--- config.mk ---
export PLATFORM = sky130hd
export DESIGN_NAME = hazard_scoreboard_unit
export DESIGN_NICKNAME = d
export VERILOG_FILES = /design/src/rtl/hazard_scoreboard_unit.sv
export SDC_FILE = /design/constraint.sdc
export NUM_CORES = 1
export LEC_CHECK = 0
export CORE_UTILIZATION = 49
export CTS_CLUSTER_DIAMETER = 80
export CTS_CLUSTER_SIZE = 28
export DETAILED_ROUTE_END_ITERATION = 12
export PLACE_DENSITY = 0.86
export SLEW_MARGIN = 20
export SYNTH_ARGS = -nofsm -noshare
export SYNTH_HDL_FRONTEND = slang
export SYNTH_SLANG_ARGS = --single-unit
--- constraint.sdc ---
create_clock -name clk -period 2.3 [get_ports clk]
set_clock_uncertainty 0.1 [all_clocks]
set_input_delay 0.46 -clock clk [delete_from_list [all_inputs] [get_ports clk]]
set_output_delay 0.46 -clock clk [all_outputs]
set_load 0.05 [all_outputs]
--- src/rtl/hazard_scoreboard_unit.sv ---
// rtl/hazard_scoreboard_unit.sv - in-order pipeline hazard unit: load-use stall, forwarding selects, stage enables
// Optional late store-data forwarding from a load at Mn is built when HDU_STORE_FWD_EN is defined.
module hazard_scoreboard_unit #(
  parameter int MEM_STAGES = 1,
  parameter int RA_W       = 5,
  parameter int FWD_W      = $clog2(MEM_STAGES + 3)
) (
  input  logic             clk,
  input  logic             rst,
  input  logic             Branch_ID,
  input  logic             rs1use_ID,
  input  logic             rs2use_ID,
  input  logic [1:0]       hazard_optype_ID,
  input  logic [RA_W-1:0]  rs1_ID,
  input  logic [RA_W-1:0]  rs2_ID,
  input  logic [RA_W-1:0]  rd_ID,
  input  logic             mem_busy,
  output logic             PC_EN_IF,
  output logic             reg_FD_EN,
  output logic             reg_FD_stall,
  output logic             reg_FD_flush,
  output logic             reg_DE_EN,
  output logic             reg_DE_flush,
  output logic             reg_EM_EN,
  output logic             reg_MW_EN,
  output logic [FWD_W-1:0] forward_ctrl_A,
  output logic [FWD_W-1:0] forward_ctrl_B,
  output logic             forward_ctrl_ls
);

  localparam int L = MEM_STAGES + 1;
  localparam int W = MEM_STAGES + 2;
  localparam logic [1:0]       OP_ALU  = 2'b01;
  localparam logic [1:0]       OP_LOAD = 2'b10;
  localparam logic [FWD_W-1:0] L_SEL   = FWD_W'(L);

`ifdef HDU_STORE_FWD_EN
  localparam logic [1:0]       OP_STORE = 2'b11;
  localparam logic [FWD_W-1:0] LM1_SEL  = FWD_W'(L - 1);
  typedef struct packed {
    logic [1:0]      op;
    logic [RA_W-1:0] rd;
    logic            ls;
  } entry_t;
`else
  typedef struct packed {
    logic [1:0]      op;
    logic [RA_W-1:0] rd;
  } entry_t;
`endif

  entry_t r_trk [1:W];

  logic             w_hit_a, w_hit_b, w_ld_a, w_ld_b;
  logic [FWD_W-1:0] w_k_a, w_k_b;
  logic             w_early_a, w_early_b, w_lu_a, w_lu_b;
  logic             w_st_fwd, w_stall;
  entry_t           w_id_entry;

  // Scan oldest to youngest so the youngest matching writer overwrites older hits.
  always_comb begin
    w_hit_a = 1'b0;
    w_hit_b = 1'b0;
    w_ld_a  = 1'b0;
    w_ld_b  = 1'b0;
    w_k_a   = '0;
    w_k_b   = '0;
    for (int k = W; k >= 1; k--) begin
      if ((r_trk[k].op == OP_ALU || r_trk[k].op == OP_LOAD) && r_trk[k].rd != '0) begin
        if (r_trk[k].rd == rs1_ID) begin
          w_hit_a = 1'b1;
          w_k_a   = FWD_W'(k);
          w_ld_a  = (r_trk[k].op == OP_LOAD);
        end
        if (r_trk[k].rd == rs2_ID) begin
          w_hit_b = 1'b1;
          w_k_b   = FWD_W'(k);
          w_ld_b  = (r_trk[k].op == OP_LOAD);
        end
      end
    end
  end

  assign w_early_a = w_ld_a & (w_k_a < L_SEL);
  assign w_early_b = w_ld_b & (w_k_b < L_SEL);
  assign w_lu_a    = rs1use_ID & w_hit_a & w_early_a;
  assign w_lu_b    = rs2use_ID & w_hit_b & w_early_b;

`ifdef HDU_STORE_FWD_EN
  // A store whose data comes from a load one stage short of Mn picks it up in EX instead of stalling.
  assign w_st_fwd   = (hazard_optype_ID == OP_STORE) & w_lu_b & (w_k_b == LM1_SEL) & ~w_lu_a;
  assign w_id_entry = '{op: hazard_optype_ID, rd: rd_ID, ls: w_st_fwd};
  assign forward_ctrl_ls = r_trk[1].ls;
`else
  assign w_st_fwd   = 1'b0;
  assign w_id_entry = '{op: hazard_optype_ID, rd: rd_ID};
  assign forward_ctrl_ls = 1'b0;
`endif

  assign w_stall = w_lu_a | (w_lu_b & ~w_st_fwd);

  assign forward_ctrl_A = (rs1use_ID & w_hit_a & ~w_early_a) ? w_k_a : '0;
  assign forward_ctrl_B = (rs2use_ID & w_hit_b & ~w_early_b) ? w_k_b : '0;

  // Freeze dominates: nothing advances, nothing is squashed.
  assign PC_EN_IF     = ~mem_busy & ~w_stall;
  assign reg_FD_EN    = ~mem_busy;
  assign reg_DE_EN    = ~mem_busy;
  assign reg_EM_EN    = ~mem_busy;
  assign reg_MW_EN    = ~mem_busy;
  assign reg_FD_stall = ~mem_busy & w_stall;
  assign reg_DE_flush = ~mem_busy & w_stall;
  assign reg_FD_flush = ~mem_busy & ~w_stall & Branch_ID;

  always_ff @(posedge clk or posedge rst) begin
    if (rst) begin
      for (int k = 1; k <= W; k++) r_trk[k] <= '0;
    end else if (!mem_busy) begin
      for (int k = W; k >= 2; k--) r_trk[k] <= r_trk[k-1];
      r_trk[1] <= w_stall ? entry_t'('0) : w_id_entry;
    end
  end

endmodule

Word-level counts from Yosys, hierarchy flattened
Cells that the tools add are included.

Equal/unequal tests: 12. Muxes and demuxes: 39. Reductions and logical operators: 9. Bitwise gates (word level): 16. Magnitude comparators: 2.

Operators by type and width (count): 5-bit == test (6); 2-bit 2-to-1 mux (14); 1-bit 2-to-1 mux (24); 5-bit nonzero test (3); 1-bit AND (11); 7-bit 2-to-1 mux (1); 2-bit by 1-bit == test with 1-bit output (second input constant) (3); 2-bit == test (second input constant) (3); 2-bit < comparator (second input constant) (2); 1-bit NOT (4); 1-bit logical AND (3); 1-bit logical OR (3); 1-bit OR (1).

Output and inout bits: 13. Input port bits: 23. Register bits: 21.

Logic depth before layout (Yosys ltp)
Depth after elaboration: 15. Gate-level depth with buffers: 6. Depth with buffers taken out: 5.

Worst setup path after synthesis
OpenSTA, ideal clock, no wires.

Kind: input port to output port. Start: input rs2_ID[4]. End: output reg_FD_flush. Data required time: 1.740 ns. Arrival: 2.298 ns. Stages on the path: 4. Setup slack: -0.558 ns. Path buffers: 0. Cell sequence: xor2_1 nand2b_1 o22ai_4 a311oi_1.

Word-level cells in the longest chain between the ends: 14.

Ends and longest elaborated chain: start, declared (line 15) `input logic [RA_W-1:0] rs2_ID,`; 5-bit == test (line 75) `if (r_trk[k].rd == rs2_ID) begin`; 2-bit 2-to-1 mux (line 75); 2-bit 2-to-1 mux (line 69) `if ((r_trk[k].op == OP_ALU || r_trk[k].op == OP_LOAD) && r_trk[k].rd != '0) begin`; 2-bit 2-to-1 mux (line 75); 2-bit 2-to-1 mux (line 69); 2-bit 2-to-1 mux (line 75); 2-bit 2-to-1 mux (line 69); 2-bit < comparator (line 85) `assign w_early_b = w_ld_b & (w_k_b < L_SEL);`; 1-bit AND (line 85); 1-bit AND (*) (line 87) `assign w_lu_b = rs2use_ID & w_hit_b & w_early_b;`; 1-bit OR (*) (line 100) `assign w_stall = w_lu_a | (w_lu_b & ~w_st_fwd);`; 1-bit NOT (*) (line 113) `assign reg_FD_flush = ~mem_busy & ~w_stall & Branch_ID;`; 1-bit AND (*) (2 in a row) (line 113); end, declared (line 21) `output logic reg_FD_flush,`.

Every way passes the cells marked *; elsewhere a longest branch is shown, timed or not.

Worst setup path after layout
Start: register r_trk[17] (netlist bit). End: output forward_ctrl_A[0].

Word-level cells in the longest chain between the ends: 8.

Ends and longest elaborated chain: start, declared (line 52) `entry_t r_trk [1:W];`; 5-bit == test or 5-bit nonzero test (tied branches) (line 70, 69); 2-bit 2-to-1 mux or 1-bit logical AND (tied branches) (line 70, 69); 2-bit 2-to-1 mux (line 69); 2-bit < comparator (line 84) `assign w_early_a = w_ld_a & (w_k_a < L_SEL);`; 1-bit AND (line 84); 1-bit NOT (line 102) `assign forward_ctrl_A = (rs1use_ID & w_hit_a & ~w_early_a) ? w_k_a : '0;`; 1-bit AND (line 102); 2-bit 2-to-1 mux (*) (line 102); end, declared (line 26) `output logic [FWD_W-1:0] forward_ctrl_A,`.

Marked as above.

==> reports/summary.txt <==
Status -> finished, violations left
Failing checks -> design-rule violations, negative setup slack
Number of port buffers -> 34
Largest net degree at the start of global routing -> 25
Layout cells sized above 1 -> 0.4877
Period utilization -> 1.140
Post-Syn Area -> 1476 sq um
Finish-stage setup viols -> 8
Period minus WS final -> 2622 ps
Synth area leader -> dfrtp_1
Min-delay worst type -> in2async
Initial antenna violation count -> 0
Max-cap violations -> 0
Power Dens Cells -> 528.2 nW/um^2
Final setup margin -> -322.4 ps
Slew Limit Fails -> 0
Top post-synthesis cells by count -> dfrtp_1 (21), xor2_1 (18), xnor2_1 (12), mux2_2 (11), a21oi_2 (8)
Finished Cell Area -> 2338 sq um
CTS sink cnt -> 21
Total GRT Usage -> 0.2548
Io pins -> 36
WL final -> 4163 um
TritonRoute pass-1 iters -> 8
Leak -> 1.002 nW
Initial DRC count -> 59
FF-to-FF Start -> r_trk[18]
Count leader, synth -> dfrtp_1
Area Growth Syn to Fin -> 58.39%
Core area -> 2805 sq um
Routed wire per std cell -> 17.79 um
Grt total ovfl -> 0
Die ar. -> 3236 sq um
Most used DFF post-synth -> dfrtp_1
Largest regs -> r_trk (21)
DP HPWL -> 3018 um
Layout Utilization -> 0.8336
Most flop-heavy register -> r_trk
Initial Util -> 0.5263
Data required time at the worst endpoint -> 1740 ps
Clock buffer depth -> 2
Crit Path Max Fanout -> 4
Clock latency on the worst-skew pair -> 310 ps
Clock-pin transition on the worst setup and hold timing paths -> 120 ps
Flops & latches, synth -> 21
DRC viols -> 8
Post-CTS Hold Fix Bufs -> 0
Routed Antenna Nets -> 0
Hold_ws -> 350.0 ps
Final GP Congestion -> 0.9800
NumNets Final -> 230
IR drop worst, VDD -> 0.0005102 V
Fmax -> 0.3813 GHz
Synth Warn # -> 0
Worst R2R End -> r_trk[16]
First-pass GRT wire length -> 6327 um
Die X -> 56.89 um
Crit Path Class -> reg2out
Reg2Reg Depth -> 10
Post-synth EDFFs -> 0
Total chip power -> 1.235 mW
CP endpoint kind -> primary output
Vias in the first global route -> 1390
CTS H-tree depth -> 1
Setup crit start kind -> flip-flop
Share of the synthesized area in the top cell type -> 0.3559
Cts bufs inserted -> 3
Die H -> 56.89 um
# rows -> 19
Vias/cell -> 5.705
Reg2Reg Setup Slack -> 260 ps
Clk root buf -> clkbuf_4
Max reg flops -> 21
Final hold vios -> 0
N_diodes -> 0
Synth top area cells -> dfrtp_1 (36%), xor2_1 (11%), mux2_2 (8.4%)
Syn_area_per_cell -> 10.40 sq um
RSZ-0062 raised after global routing -> yes
Syn Inst Count -> 142
WP data arrival -> 2060 ps
Placed Area -> 2029 sq um
DR vias -> 1335
Pre-CTS setup slack -> -418.0 ps
Asr flop ratio synth -> 1.000
Distinct cells, synth -> 37
Syn_nets -> 168
Seq/Total Area, Yosys -> 0.3559
CTS tree -> yes
## layout make-up
cell class	instances	area, sq um
inverters	7	26.28
multi-input cells	105	1072
repair buffers	66	643.1
flip-flops and latches	21	528.0
well taps	31	38.79
clock buffers	3	22.52
fillers	159	466.7
clock inverters	1	7.507
## critical path, cell delays in order, from the launching register on
cell,delay [ps]
dfrtp_2,460
xor2_1,190
a211o_1,310
or4b_4,530
o31ai_4,90
buf_12,170
## power by group
| part | switching [mW] | total (mW) | internal (mW) |
|---|---|---|---|
| clock network | 0.117 | 0.183 | 0.0664 |
| registers | 0.0820 | 0.505 | 0.423 |
| logic | 0.265 | 0.547 | 0.282 |
| total | 0.464 | 1.24 | 0.771 |
## metrics by stage
step                cells  TNS [ps]
floorplan             142    -637.4
global route          234     -2560
global placement      220     -2655
detailed placement    220     -2925
finish                234     -1930
CTS                   228     -1980
## per-layer routing
metal	global-route usage	vias to the layer above	share of wire
met5	0	-	0
met4	0.08014	0	0.022
met3	0.03687	14	0.051
met2	0.4571	55	0.52
met1	0.3120	647	0.40
li1	-	619	-
## logic make-up (layout without fill, tap and decap cells)
group / Yosys count / count (layout) / share of synthesized area
adders and majority gates: 3 / 3 / 0.02543
buffers and inverters: 16 / 77 / 0.05932
DFF: 21 / 21 / 0.3559
and+or+nand+nor: 31 / 31 / 0.1288
AOI/OAI and AO/OA: 22 / 22 / 0.1187
muxes: 18 / 18 / 0.1314
other: 1 / 1 / 0.002540
xor gates and xnor gates: 30 / 30 / 0.1780
## repair_timing
item / in CTS / in global routing
resized for setup: 33 / 14
endpoints found under the setup margin: 8 / 8
endpoints found under the hold margin: 0 / 0
buffers inserted: 4 / 7
pin swaps: 15 / 15
## how the worst max path moves through the flow
stage | start | to | slack [ps]
6_report | r_trk[17] | forward_ctrl_A[0] | -320
5_1_grt | r_trk[17] | forward_ctrl_A[0] | -370
3_5_place_dp | rs1_ID[2] | forward_ctrl_A[0] | -420
4_1_cts | r_trk[20] | forward_ctrl_A[0] | -290
2_1_floorplan | r_trk[15] | forward_ctrl_A[1] | -150
3_3_place_gp | rs1_ID[2] | forward_ctrl_A[0] | -390
## cell usage in the layout, fill, tap and decap left out, drive strengths merged, types with 2 or more instances in the layout
master and n:
clkdlybuf4s50 12, nand2 5, o31ai 2, xnor2 12, clkbuf 3, inv 7, dfrtp 21, nand2b 2
buf 44, mux2i 7, nor3 2, o21ai 4, a21oi 10, and3 3, mux2 11, dlygate4sd2 10
nand3 2, nand4 4, ha 3, xor2 18, nor4 5, nor2 4
No activity file was read; power rests on OpenSTA's default activity.
